`src/rtl/pdm_rec_ctrl.sv`:
```
`default_nettype none
// ============================================================================
// Module      : pdm_rec_ctrl
// Description : PDM microphone record/playback sequencer (mic clock, sample
//               RAM write/read addressing, PWM load strobes).
// Revision    : 1.0 - initial release
// ============================================================================
module pdm_rec_ctrl #(
    parameter int MCLK_DIV   = 40,
    parameter int DEC_RATE   = 128,
    parameter int WAKE_MCLKS = 1024,
    parameter int DEPTH      = 1024,
    localparam int AW        = $clog2(DEPTH)
) (
    input  logic          clk,
    input  logic          rst_n,
    input  logic          start_rec,
    input  logic          start_play,
    input  logic          dec_valid,
    output logic          m_clk,
    output logic          m_clk_rise,
    output logic          m_lr_sel,
    output logic          mem_we,
    output logic          mem_re,
    output logic [AW-1:0] mem_addr,
    output logic          amp_load,
    output logic          rec_active,
    output logic          play_active
);

    localparam int DW          = $clog2(MCLK_DIV);
    localparam int PLAY_PERIOD = MCLK_DIV * DEC_RATE;
    localparam int PW          = $clog2(PLAY_PERIOD);
    localparam int WW          = $clog2(WAKE_MCLKS + 1);

    localparam logic [DW-1:0] c_div_last  = DW'(MCLK_DIV - 1);
    localparam logic [DW-1:0] c_div_half  = DW'(MCLK_DIV / 2);
    localparam logic [PW-1:0] c_play_last = PW'(PLAY_PERIOD - 1);
    localparam logic [WW-1:0] c_wake_last = WW'(WAKE_MCLKS - 1);
    localparam logic [AW-1:0] c_addr_last = AW'(DEPTH - 1);

    typedef enum logic [1:0] {
        S_IDLE   = 2'd0,
        S_WAKE   = 2'd1,
        S_RECORD = 2'd2,
        S_PLAY   = 2'd3
    } state_t;

    state_t        r_state;
    state_t        w_state_next;
    logic          w_mem_we;
    logic          w_mem_re;

    logic          r_rec_s1, r_rec_s2, r_rec_d, r_rec_edge;
    logic          r_play_s1, r_play_s2, r_play_d, r_play_edge;
    logic [DW-1:0] r_div;
    logic          r_mclk;
    logic          r_mclk_rise;
    logic [WW-1:0] r_wake_cnt;
    logic [AW-1:0] r_addr;
    logic [AW:0]   r_rec_len;
    logic [AW:0]   r_nread;
    logic [PW-1:0] r_play_cnt;
    logic          r_amp_load;

    always_ff @(posedge clk or negedge rst_n) begin
        if (!rst_n) begin
            r_state <= S_IDLE;
        end else begin
            r_state <= w_state_next;
        end
    end

    always_comb begin
        w_state_next = r_state;
        w_mem_we     = 1'b0;
        w_mem_re     = 1'b0;
        case (r_state)
            S_IDLE: begin
                if (r_rec_edge) begin
                    w_state_next = S_WAKE;
                end else if (r_play_edge && (r_rec_len != '0)) begin
                    w_state_next = S_PLAY;
                end
            end
            S_WAKE: begin
                if (r_rec_edge) begin
                    w_state_next = S_IDLE;
                end else if (r_mclk_rise && (r_wake_cnt == c_wake_last)) begin
                    w_state_next = S_RECORD;
                end
            end
            S_RECORD: begin
                w_mem_we = dec_valid;
                if (r_rec_edge || (dec_valid && (r_addr == c_addr_last))) begin
                    w_state_next = S_IDLE;
                end
            end
            S_PLAY: begin
                w_mem_re = (r_play_cnt == '0) && (r_nread != r_rec_len);
                if (r_amp_load && (r_nread == r_rec_len)) begin
                    w_state_next = S_IDLE;
                end
            end
            default: w_state_next = S_IDLE;
        endcase
    end

    // Button edges are registered so the pulse lands 3 cycles after the level rises
    always_ff @(posedge clk or negedge rst_n) begin
        if (!rst_n) begin
            r_rec_s1    <= 1'b0;
            r_rec_s2    <= 1'b0;
            r_rec_d     <= 1'b0;
            r_rec_edge  <= 1'b0;
            r_play_s1   <= 1'b0;
            r_play_s2   <= 1'b0;
            r_play_d    <= 1'b0;
            r_play_edge <= 1'b0;
        end else begin
            r_rec_s1    <= start_rec;
            r_rec_s2    <= r_rec_s1;
            r_rec_d     <= r_rec_s2;
            r_rec_edge  <= r_rec_s2 & ~r_rec_d;
            r_play_s1   <= start_play;
            r_play_s2   <= r_play_s1;
            r_play_d    <= r_play_s2;
            r_play_edge <= r_play_s2 & ~r_play_d;
        end
    end

    // Mic clock is registered from the next state so it is low in the first IDLE cycle
    always_ff @(posedge clk or negedge rst_n) begin
        if (!rst_n) begin
            r_div       <= '0;
            r_mclk      <= 1'b0;
            r_mclk_rise <= 1'b0;
        end else if ((r_state == S_IDLE) && (w_state_next == S_WAKE)) begin
            r_div       <= '0;
            r_mclk      <= 1'b0;
            r_mclk_rise <= 1'b0;
        end else if ((w_state_next == S_WAKE) || (w_state_next == S_RECORD)) begin
            r_mclk      <= (r_div < c_div_half);
            r_mclk_rise <= (r_div == '0);
            r_div       <= (r_div == c_div_last) ? '0 : r_div + DW'(1);
        end else begin
            r_mclk      <= 1'b0;
            r_mclk_rise <= 1'b0;
        end
    end

    always_ff @(posedge clk or negedge rst_n) begin
        if (!rst_n) begin
            r_wake_cnt <= '0;
        end else if (r_state != S_WAKE) begin
            r_wake_cnt <= '0;
        end else if (r_mclk_rise) begin
            r_wake_cnt <= r_wake_cnt + WW'(1);
        end
    end

    always_ff @(posedge clk or negedge rst_n) begin
        if (!rst_n) begin
            r_addr     <= '0;
            r_rec_len  <= '0;
            r_nread    <= '0;
            r_play_cnt <= '0;
            r_amp_load <= 1'b0;
        end else begin
            r_amp_load <= w_mem_re;
            if ((r_state == S_WAKE) && (w_state_next == S_RECORD)) begin
                r_addr <= '0;
            end else if ((r_state == S_IDLE) && (w_state_next == S_PLAY)) begin
                r_addr     <= '0;
                r_nread    <= '0;
                r_play_cnt <= '0;
            end else begin
                if (w_mem_we || w_mem_re) begin
                    r_addr <= (r_addr == c_addr_last) ? '0 : r_addr + AW'(1);
                end
                if (w_mem_re) begin
                    r_nread <= r_nread + (AW+1)'(1);
                end
                if (r_state == S_PLAY) begin
                    r_play_cnt <= (r_play_cnt == c_play_last) ? '0 : r_play_cnt + PW'(1);
                end
            end
            // A write in the stopping cycle is part of the recording
            if ((r_state == S_RECORD) && (w_state_next == S_IDLE)) begin
                r_rec_len <= {1'b0, r_addr} + {{AW{1'b0}}, w_mem_we};
            end
        end
    end

    assign m_clk       = r_mclk;
    assign m_clk_rise  = r_mclk_rise;
    assign m_lr_sel    = 1'b0;
    assign mem_we      = w_mem_we;
    assign mem_re      = w_mem_re;
    assign mem_addr    = r_addr;
    assign amp_load    = r_amp_load;
    assign rec_active  = (r_state == S_WAKE) || (r_state == S_RECORD);
    assign play_active = (r_state == S_PLAY);

endmodule
`default_nettype wire

```
`config.mk`:
```
export PLATFORM = sky130hd
export DESIGN_NAME = pdm_rec_ctrl
export DESIGN_NICKNAME = d
export VERILOG_FILES = /design/src/rtl/pdm_rec_ctrl.sv
export SDC_FILE = /design/constraint.sdc
export NUM_CORES = 1
export LEC_CHECK = 0
export ABC_AREA = 1
export BUFFER_PORTS_ARGS = -buffer_cell sky130_fd_sc_hd__buf_4
export CORE_MARGIN = 2
export CORE_UTILIZATION = 51
export DETAILED_ROUTE_END_ITERATION = 12
export HOLD_SLACK_MARGIN = 0.03
export PLACE_DENSITY_LB_ADDON = 0.12
export RECOVER_POWER = 100
export SLEW_MARGIN = 40
export SYNTH_ARGS = -nofsm -noshare
export SYNTH_HDL_FRONTEND = slang
export SYNTH_SLANG_ARGS = --single-unit
```
`constraint.sdc`:
```
create_clock -name clk -period 6.1 [get_ports clk]
set_input_delay 0 -clock clk [delete_from_list [all_inputs] [get_ports clk]]
set_output_delay 0 -clock clk [all_outputs]
set_load 0.02 [all_outputs]
```
==> results of run 1 <==
-- worst min-delay path, cell delays in order --
cell and delay, ns:
buf_4 0.10, nand2_1 0.05, inv_1 0.11, ha_1 0.14
nand2_1 0.05, o21ai_0 0.06
-- flip-flops by register name (all words and copies together) (netlist names), 2 cells and up --
signal      cells
r_rec_len      11
r_div           6
r_play_cnt     13
mem_addr       10
r_wake_cnt     11
r_nread        11
r_state         2
-- layer usage --
layer / GRT usage (%) / routed length, um
met5: 0 / 0
met4: 6.90 / 83
met3: 3.05 / 205
met2: 36.2 / 4360
met1: 26.3 / 4220
-- cell type report --
type	instances	area (sq um)
tap	105	131
multi-input combinational	386	1980
inverter	79	298
clock inverter	3	21.3
fill	795	3630
sequential	75	1880
clock buffer	13	159
timing repair buffer	24	120
-- power by group through the flow --
stage                     clock network (mW)  registers (mW)  logic, mW
final                                  0.353           0.726      0.767
after global routing                   0.387           0.742      0.884
after CTS                              0.365           0.726      0.849
after detailed placement                   0           0.734      0.844
after global placement                     0           0.731      0.826
after floorplan                            0           0.728      0.657
-- placed cells by master (no fill, tap or decap), drive strengths merged, types with 2 or more instances in the layout --
cell / instances
o21ai: 50
nand2: 139
nor2: 58
dfrtp: 75
clkinvlp: 2
nand3b: 2
nor3: 23
nand4: 9
xnor2: 5
a21oi: 24
ha: 17
xor2: 15
inv: 79
nand3: 34
clkbuf: 33
dlygate4sd3: 3
-- how the worst max path moves through the flow --
stage                           start            end  slack, ns  cells after the start
after floorplan           mem_addr[1]  r_play_cnt[7]       3.45                     18
after global placement    mem_addr[1]  r_play_cnt[8]       2.93                     18
after detailed placement  mem_addr[1]  r_play_cnt[4]       2.84                     18
after CTS                 mem_addr[1]  r_play_cnt[4]       2.80                     18
after global routing      mem_addr[1]  r_play_cnt[7]       1.24                     18
final                     mem_addr[1]  r_play_cnt[4]       1.61                     18
-- kinds of logic (layout without fill, tap and decap cells) --
logic type | after synthesis | count (layout) | share of synthesized area (%)
and+or+nand+nor | 269 | 269 | 28.2
AOI/OAI and AO/OA | 79 | 79 | 10.6
adders and majority gates | 17 | 17 | 4.93
DFF | 75 | 75 | 43.5
buffers and inverters | 88 | 119 | 8.56
other | 1 | 1 | 0.0869
xor gates and xnor gates | 20 | 20 | 4.06
-- through the flow --
stage,hold WS [ns],utilization (%),area [sq um],std cells,power [mW]
2_1_floorplan,-0.296,-,4310,549,1.38
3_3_place_gp,0.111,55.2,4530,666,1.56
3_5_place_dp,0.0760,55.2,4540,666,1.58
4_1_cts,0.213,57.8,4750,685,1.94
5_1_grt,0.232,55.8,4580,685,2.01
6_report,0.223,55.8,4580,685,1.85
-- what timing repair did --
item | 4_1_cts | 5_1_grt
hold buffers | 3 | 0
endpoints found under the hold margin | 77 | 0
buffers inserted | 0 | 0
==> flow_metrics.env, run 1 <==
export IMPL_cts_tree="yes"
export IMPL_cts_htree_levels=3
export IMPL_maxSlewViolCount=76
export IMPL_endpoint_kind="flop"
export IMPL_power_density_nw_per_um2=403
export IMPL_netlist_top_cells_count="nand2_1 (128), dfrtp_1 (75), inv_1 (73), nor2_1 (50), o21ai_0 (38)"
export IMPL_number_of_buffers_inserted_by_port_buffering=21
export IMPL_syn_avg_cell_area_sq_um=7.86
export IMPL_crit_path_cell_trace="ha_1 > nand2_2 > nor2_1 > nand2_1 > nor3_1 > nand2_1 > nand3_1 > nand3_1 > nand2_1 > inv_1 > ha_1 > nand2_1 > inv_1 > o21ai_0 > inv_2 > nand2_1 > inv_2 > nor3_1"
export IMPL_start_util_pct=52.5
export IMPL_clock_power_share_pct=19.1
export IMPL_max_clock_path_buffers=2
export IMPL_grt_pass1_wl_mm=15.0
export IMPL_crit_fanout=12
export IMPL_number_of_sinks_on_the_clock_net=75
export IMPL_min_period_ns=4.49
export IMPL_critical_path_slowest_cell="o21ai_0"
export IMPL_yosys_cell_count_top_type="nand2_1"
export IMPL_timing_final_hold_violations=0
export IMPL_worst_ep_arrival_time_ns=4.74
export IMPL_via_count_of_the_first_global_routing_pass=3427
export IMPL_violations="capacitance limit, slew limit"
export IMPL_cellLeakagePower_nw=2.17
export IMPL_synthDominantAreaCellType="dfrtp_1"
export IMPL_power_share_combinational_pct=41.5
export IMPL_wirelength_per_cell_um=12.9
export IMPL_drt_initial_drc_count=131
export IMPL_synth_async_sr_flop_share_pct=100
export IMPL_period_utilization_pct=73.6
export IMPL_antenna_diode_count=0
export IMPL_max_slew_worst_pin_slew_ns=3.96
export IMPL_nNetsFinal=597
export IMPL_setup_tns_ns=0
export IMPL_min_from="dec_valid"
export IMPL_finalWeightedCongestion=0.856
export IMPL_synth_largest_type_area_fraction_pct=43.5
export IMPL_core_sq_um=8220
export IMPL_reg2reg_to="r_play_cnt[4]"
export IMPL_routed_wirelength_mm=8.86
export IMPL_timing_hold_worst_path_depth=6
export IMPL_finClkSkew_ns=0.0111
export IMPL_clkLatencyLatePin_ns=0.34
export IMPL_synth_ff_latch_count=75
export IMPL_p_seq_share_pct=39.3
export IMPL_syn_instance_count=549
export IMPL_worst_slew_margin_rel_pct=-164
export IMPL_p_int_mw=1.03
export IMPL_die_height_um=96.0
export IMPL_holdPathEnd="r_rec_len[0]"
export IMPL_cts_clk_slew_worst_paths_ns=0.08
export IMPL_dpl_worst_slack_ns=2.84
export IMPL_ios=23
export IMPL_mappedNetlistNets=571
export IMPL_yosys_top_cells_area="dfrtp_1 (44%), nand2_1 (11%), inv_1 (6.4%)"
export IMPL_cts_repair_resize_count=0
export IMPL_largest_net_degree_at_the_start_of_global_routing=76
export IMPL_max_clock_freq_mhz=223
export IMPL_synth_area_sq_um=4310
export IMPL_worst_r2r_path_depth=18
export IMPL_vias=3501
export IMPL_die_area_sq_um=9210
export IMPL_cp_required_ns=6.35
export IMPL_ys_seq_area_share_pct=43.5
export IMPL_routed_via_density=5.11
export IMPL_sw_frac_of_total_pct=44.1
export IMPL_clockRootBuffer="clkbuf_8"
export IMPL_setup_worst_path_class="flop to flop"
export IMPL_setup_worst_path_start_class="flop"
export IMPL_holdCritPathClass="input port to flop"
export IMPL_path_delay_family="simple AND/OR/NAND/NOR gates"
export IMPL_std_cell_rows=33
export IMPL_drt_drc_violations_left=0
export IMPL_area_growth_syn_to_layout_pct=6.24
export IMPL_netlist_cell_type_count=42
export IMPL_synth_main_ff_cell="dfrtp_1"
export IMPL_grt_use_total_pct=20.7
export IMPL_sw_pwr_mw=0.814
export IMPL_drtAntennaViolNets=0
export IMPL_crit_buf_inv=4
export IMPL_rsz0062_at_grt="no"
export IMPL_setup_violations_final=0
export IMPL_global_route_overflow_total=0
export IMPL_r2r_slack_ns=1.61
export IMPL_synth_enable_flop_cells=0
export IMPL_result_of_the_run="finished with violations"
export IMPL_fin_ws_ns=1.61
export IMPL_drt_pass1_iterations=4
export IMPL_most_common_cell_on_crit_path="nand2_1"
export IMPL_drive_above_1_share_pct=6.90
export IMPL_rr_startpoint="mem_addr[1]"
export IMPL_synth_yosys_warnings=0
export IMPL_place_detailed_hpwl_mm=6.50
export IMPL_antenna_found_initial=0
export IMPL_cts_inserted_buffers=9
export IMPL_cp_slowest_stage_delay_ns=0.72
export IMPL_max_cap_violations=1
export IMPL_vdd_drop_max_v=0.000255
export IMPL_die_width_um=96.0
(Power assumes the default switching activity.)
==> run 2, diff against run 1 <==
--- a/config.mk
+++ b/config.mk
@@ -5,7 +5,7 @@
 export SDC_FILE = /design/constraint.sdc
 export NUM_CORES = 1
 export LEC_CHECK = 0
-export ABC_AREA = 1
+export ABC_AREA = 0
 export BUFFER_PORTS_ARGS = -buffer_cell sky130_fd_sc_hd__buf_4
 export CORE_MARGIN = 2
 export CORE_UTILIZATION = 51
==> constraint.sdc (replaced) <==
create_clock -name clk -period 3.6 [get_ports clk]
set_input_delay 0 -clock clk [delete_from_list [all_inputs] [get_ports clk]]
set_output_delay 0 -clock clk [all_outputs]
set_load 0.02 [all_outputs]
==> run 2 against run 1 <==
Compared with the run above: the run still ends with capacitance limit, slew limit left; setup slack got worse by 1.3 ns; clock-buffer cell count did not move; utilization rose by 0.97 points; worst hold slack got worse by 0.044 ns; critical path depth fell by 6; global-route usage rose by 0.97 points; clock power rose by 71%; first-iteration DRC count rose by 86%; sequential share of layout area fell by 0.70 points; critical path type unchanged; largest power group is now sequential cells.
==> flow_metrics.env, run 2 <==
export IMPL_result_of_the_run="finished with violations"
export IMPL_violations="capacitance limit, slew limit"
export IMPL_most_frequent_standard_cell_in_the_layout_excluding_fill_and_tap_cells="dfrtp_1"
export IMPL_power_density_nw_per_um2=383
export IMPL_netlist_top_cells_count="dfrtp_1 (75), nand2_1 (45), nand3_1 (33), nor2_1 (27), xnor2_1 (24)"
export IMPL_drtAntennaViolNets=0
export IMPL_area_growth_syn_to_layout_pct=8.25
export IMPL_vias=3410
export IMPL_grt_pass1_wl_mm=15.4
export IMPL_max_clock_path_buffers=2
export IMPL_vdd_drop_max_v=0.000195
export IMPL_max_cap_violations=1
export IMPL_synth_largest_type_area_fraction_pct=43.6
export IMPL_setup_tns_ns=0
export IMPL_synth_async_sr_flop_share_pct=100
export IMPL_syn_avg_cell_area_sq_um=9.49
export IMPL_simple_logic_cell_fraction_of_the_synthesized_area_pct=25.2
export IMPL_finalWeightedCongestion=0.829
export IMPL_cts_clk_slew_worst_paths_ns=0.09
export IMPL_synthDominantAreaCellType="dfrtp_1"
export IMPL_grt_use_total_pct=21.7
export IMPL_crit_fanout=13
export IMPL_die_height_um=95.9
export IMPL_antenna_diode_count=0
export IMPL_mostFrequentLayoutCells="dfrtp_1 (75), nand2_1 (45), nand3_1 (33), nor2_1 (27), xnor2_1 (24)"
export IMPL_min_period_ns=3.33
export IMPL_mappedNetlistNets=476
export IMPL_r2r_slack_ns=0.27
export IMPL_max_slew_worst_pin_slew_ns=1.88
export IMPL_rsz0062_at_grt="no"
export IMPL_antenna_found_initial=0
export IMPL_worst_slew_margin_rel_pct=-25.6
export IMPL_setup_violations_final=0
export IMPL_yosys_cell_count_top_type="dfrtp_1"
export IMPL_placed_cells_incl_taps=563
export IMPL_place_detailed_hpwl_mm=6.48
export IMPL_synth_area_mux_share_pct=1.45
export IMPL_largest_net_degree_at_the_start_of_global_routing=76
export IMPL_via_count_of_the_first_global_routing_pass=3192
export IMPL_drt_pass1_iterations=4
export IMPL_synth_ff_latch_count=75
export IMPL_finClkSkew_ns=0.0177
export IMPL_synth_enable_flop_cells=0
export IMPL_global_route_overflow_total=0
export IMPL_post_cts_repair_setup_buffers=0
export IMPL_max_clock_freq_mhz=301
export IMPL_cp_required_ns=3.81
export IMPL_synth_yosys_warnings=0
export IMPL_compound_cell_area_share_of_the_yosys_netlist_pct=12.8
export IMPL_final_cell_count_no_fill=581
export IMPL_number_of_sinks_on_the_clock_net=75
export IMPL_cts_inserted_buffers=9
export IMPL_routed_via_density=5.87
export IMPL_filler_cell_count_in_the_final_layout=760
export IMPL_drt_initial_drc_count=244
export IMPL_ys_seq_area_share_pct=43.6
export IMPL_synth_top_family_by_area="simple AND/OR/NAND/NOR gates"
export IMPL_finalPower_mw=1.78
export IMPL_yosys_top_cells_area="dfrtp_1 (44%), ha_1 (4.9%), xnor2_1 (4.9%)"
export IMPL_worst_ep_arrival_time_ns=3.54
export IMPL_clockRootBuffer="clkbuf_8"
export IMPL_die_area_sq_um=9200
export IMPL_setup_worst_path_start_class="flop"
export IMPL_drive_above_1_share_pct=8.82
export IMPL_endpoint_kind="flop"
export IMPL_core_sq_um=8220
export IMPL_holdCritPathClass="input port to flop"
export IMPL_largest_register_ffs=13
export IMPL_synth_main_ff_cell="dfrtp_1"
export IMPL_die_width_um=95.9
export IMPL_setup_worst_path_class="flop to flop"
export IMPL_syn_instance_count=454
export IMPL_start_util_pct=52.4
export IMPL_timing_final_hold_violations=0
export IMPL_period_utilization_pct=92.4
export IMPL_drt_drc_violations_left=0
export IMPL_nNetsFinal=494
export IMPL_clkLatencyLatePin_ns=0.35
export IMPL_wirelength_per_cell_um=15.9
export IMPL_cellLeakagePower_nw=2.01
export IMPL_synth_fa_ha_area_share_pct=4.94
export IMPL_ios=23
export IMPL_maxSlewViolCount=76
export IMPL_netlist_cell_type_count=65
export IMPL_synth_area_sq_um=4310
export IMPL_std_cell_rows=33
export IMPL_regMostFlops="r_play_cnt"
export IMPL_synth_xor_xnor_area_share_pct=7.70
export IMPL_cts_tree="yes"
export IMPL_number_of_buffers_inserted_by_port_buffering=21
export IMPL_routed_wirelength_mm=9.27
export IMPL_cts_htree_levels=3
==> run 2: critical path, cell delays in order (launching register included) <==
cell	delay, ns
dfrtp_1	0.45
ha_1	0.27
nand2_1	0.11
nor4_2	0.39
a21bo_2	0.21
a21oi_1	0.08
o32a_1	0.24
ha_1	0.21
and2_2	0.28
nor4_2	0.54
nand3_1	0.17
xor2_1	0.17
nor2_1	0.06
==> run 2: cells by family (layout without fill, tap and decap cells) <==
| group | after synthesis | in the layout |
|---|---|---|
| AOI/OAI and AO/OA | 79 | 79 |
| other | 1 | 1 |
| DFF | 75 | 75 |
| xor gates and xnor gates | 37 | 37 |
| muxes | 6 | 6 |
| and+or+nand+nor | 198 | 198 |
| adders and majority gates | 17 | 17 |
| buffers and inverters | 41 | 63 |
==> run 2: cell type report <==
type	instances	area (sq um)	share of cell area, %
multi-input cells	338	2240	48.1
flip-flops and latches	75	1880	40.2
clock buffers	13	169	3.62
repair buffers	30	164	3.51
well taps	105	131	2.82
inverters	18	67.6	1.45
clock inverters	2	10.0	0.215
==> run 2: per-stage QoR <==
step           hold slack [ns]  utilization, %  setup WS, ns  area, sq um
6_report                 0.180            56.8         0.275         4660
4_1_cts                  0.169            57.7         0.101         4740
3_3_place_gp             0.110            55.1         0.306         4530
5_1_grt                  0.190            56.8       0.00775         4660
2_1_floorplan           -0.296               -         0.622         4310
3_5_place_dp            0.0808            55.1         0.141         4530
==> run 2: report_power, final <==
part / internal, mW / leakage, nW / switching [mW]
Sequential: 0.879 / 0.953 / 0.0368
Clock: 0.302 / 0.0953 / 0.302
Combinational: 0.0999 / 0.958 / 0.166
==> run 2: final timing paths <==
path,startpoint,endpoint,cells past startpoint
worst max-delay path,mem_addr[1],r_play_cnt[11],12
worst min-delay path,dec_valid,mem_addr[8],4
worst max register to register,mem_addr[1],r_play_cnt[11],12
worst min register to register,r_rec_s1,r_rec_s2,0
max in group asynchronous,rst_n,r_play_cnt[4],2
min in group asynchronous,rst_n,r_wake_cnt[4],2
==> run 2: repair_timing <==
action                                  in CTS  in global routing
hold buffers                                 3                  0
endpoints found under the setup margin       0                 11
endpoints found under the hold margin       77                  0
resized for setup                            0                  2
==> run 2: metal layers <==
| layer | GRT usage, % | vias to the layer above | part of all wire (%) |
|---|---|---|---|
| li1 | - | 1660 | - |
| met5 | 0 | - | 0 |
| met1 | 30.4 | 1674 | 49 |
| met3 | 3.13 | 19 | 3.4 |
| met2 | 33.2 | 57 | 46 |
| met4 | 10.1 | 0 | 2.1 |
==> run 3, diff against run 2 <==
--- a/config.mk
+++ b/config.mk
@@ -13,6 +13,7 @@
 export HOLD_SLACK_MARGIN = 0.03
 export PLACE_DENSITY_LB_ADDON = 0.12
 export RECOVER_POWER = 100
+export REMOVE_ABC_BUFFERS = 1
 export SLEW_MARGIN = 40
 export SYNTH_ARGS = -nofsm -noshare
 export SYNTH_HDL_FRONTEND = slang
==> run 3 against run 2 <==
Compared with the run above: the run still ends with capacitance limit, slew limit left; power fell by 2.5%; via count is 0.59% lower; clock power down 7.6%; fmax fell by 0.96%; combinational power about the same; global-route usage is 1.1 points higher; sequential share of layout area decreased by 0.11 points; largest power group unchanged.
==> flow_metrics.env, run 3 (synthesized netlist as in run 2, its figures left out) <==
export IMPL_die_width_um=95.9
export IMPL_nNetsFinal=496
export IMPL_clkLatencyLatePin_ns=0.35
export IMPL_most_frequent_standard_cell_in_the_layout_excluding_fill_and_tap_cells="dfrtp_1"
export IMPL_period_utilization_pct=93.3
export IMPL_max_clock_path_buffers=2
export IMPL_cts_htree_levels=3
export IMPL_cts_clk_slew_worst_paths_ns=0.08
export IMPL_vias=3390
export IMPL_max_cap_violations=1
export IMPL_vdd_drop_max_v=0.000291
export IMPL_setup_worst_path_start_class="flop"
export IMPL_crit_fanout=12
export IMPL_endpoint_kind="flop"
export IMPL_dpl_worst_slack_ns=0.0660
export IMPL_drtAntennaViolNets=0
export IMPL_placed_area_sq_um=4550
export IMPL_largest_net_degree_at_the_start_of_global_routing=76
export IMPL_clockRootBuffer="clkbuf_8"
export IMPL_global_route_overflow_total=0
export IMPL_max_clock_freq_mhz=298
export IMPL_die_height_um=95.9
export IMPL_critical_path_depth=12
export IMPL_path_delay_family="simple AND/OR/NAND/NOR gates"
export IMPL_grt_use_total_pct=22.8
export IMPL_place_detailed_hpwl_mm=6.57
export IMPL_antenna_found_initial=0
export IMPL_power_density_nw_per_um2=372
export IMPL_cp_slowest_stage_delay_ns=0.48
export IMPL_finClkSkew_ns=0.00960
export IMPL_crit_buf_inv=0
export IMPL_holdCritPathClass="input port to flop"
export IMPL_crit_path_cell_trace="ha_1 > nand2_1 > nor4_4 > a21bo_2 > o21ai_1 > o31a_1 > ha_1 > and2_1 > nor2_2 > nand2_1 > o21ai_2 > mux2i_1"
export IMPL_filler_cell_count_in_the_final_layout=717
export IMPL_regMostFlops="r_play_cnt"
export IMPL_design_area_sq_um=4680
export IMPL_critical_path_slowest_cell="dfrtp_1"
export IMPL_placed_cells_incl_taps=565
export IMPL_worst_ep_arrival_time_ns=3.58
export IMPL_fin_ws_ns=0.243
export IMPL_cellLeakagePower_nw=2.01
export IMPL_number_of_buffers_inserted_by_port_buffering=21
export IMPL_maxSlewViolCount=76
export IMPL_postLayoutCoreUtil_pct=56.9
export IMPL_timing_final_hold_violations=0
export IMPL_via_count_of_the_first_global_routing_pass=3284
export IMPL_post_cts_repair_setup_buffers=0
export IMPL_die_area_sq_um=9200
export IMPL_ios=23
export IMPL_finalWeightedCongestion=0.875
export IMPL_wirelength_per_cell_um=16.2
export IMPL_std_cell_rows=33
export IMPL_grt_pass1_wl_mm=16.2
export IMPL_final_cell_count_no_fill=584
export IMPL_setup_worst_path_class="flop to flop"
export IMPL_cts_inserted_buffers=9
export IMPL_drt_drc_violations_left=0
export IMPL_finalHoldWorstSlack_ns=0.159
export IMPL_result_of_the_run="finished with violations"
export IMPL_drive_above_1_share_pct=9.19
export IMPL_area_growth_syn_to_layout_pct=8.54
export IMPL_finalPower_mw=1.74
export IMPL_max_slew_worst_pin_slew_ns=1.85
export IMPL_drt_initial_drc_count=185
export IMPL_setup_tns_ns=0
export IMPL_setup_violations_final=0
export IMPL_violations="capacitance limit, slew limit"
export IMPL_cp_required_ns=3.82
export IMPL_worst_slew_margin_rel_pct=-23.4
export IMPL_start_util_pct=52.4
export IMPL_mostFrequentLayoutCells="dfrtp_1 (75), nand2_1 (45), nand3_1 (33), nor2_1 (27), xnor2_1 (24)"
export IMPL_largest_register_ffs=13
export IMPL_min_period_ns=3.36
export IMPL_rsz0062_at_grt="no"
export IMPL_drt_pass1_iterations=4
export IMPL_cts_tree="yes"
export IMPL_timing_hold_worst_path_depth=4
export IMPL_routed_wirelength_mm=9.45
export IMPL_routed_via_density=5.80
export IMPL_number_of_sinks_on_the_clock_net=75
export IMPL_worst_r2r_path_depth=12
export IMPL_antenna_diode_count=0
export IMPL_core_sq_um=8220
## run 3: worst paths after layout
check / from / endpoint / slack, ns
max reg2reg: mem_addr[1] / mem_addr[5] / 0.24
max: mem_addr[1] / mem_addr[5] / 0.24
min: dec_valid / mem_addr[8] / 0.16
max in group asynchronous: rst_n / r_play_cnt[3] / 1.81
min reg2reg: r_play_s1 / r_play_s2 / 0.35
min in group asynchronous: rst_n / r_wake_cnt[4] / 0.69
## run 3: power by group
| part | total, mW | switching [mW] | leakage, nW | internal, mW |
|---|---|---|---|---|
| clock | 0.557 | 0.313 | 0.0856 | 0.244 |
| sequential | 0.916 | 0.0377 | 0.953 | 0.878 |
| combinational | 0.268 | 0.166 | 0.967 | 0.102 |
## run 3: timing repair
| item | CTS | global route |
|---|---|---|
| hold buffers | 3 | 0 |
| hold endpoints to repair | 77 | 0 |
| setup endpoints to repair | 0 | 17 |
| gates resized for setup | 0 | 3 |
## run 3: tightest hold or removal path, cell delays in order
cell and delay, ns:
buf_4 0.12, nand2_1 0.11, o22ai_1 0.11, mux2i_1 0.12
## run 3: layer usage
metal / vias to the layer above / routed length (um) / GRT usage [%]
met5: - / 0 / 0
met2: 66 / 4360 / 35.1
met4: 0 / 201 / 9.88
met3: 19 / 370 / 3.21
li1: 1659 / - / -
met1: 1646 / 4520 / 32.1
## run 3: final cells by class
type | count | area, sq um | share of cell area (%)
Multi-Input combinational cell | 338 | 2260 | 48.4
Sequential cell | 75 | 1880 | 40.1
Timing Repair Buffer | 32 | 178 | 3.80
Tap cell | 105 | 131 | 2.81
Clock buffer | 10 | 128 | 2.73
Inverter | 18 | 67.6 | 1.45
Clock inverter | 6 | 32.5 | 0.696
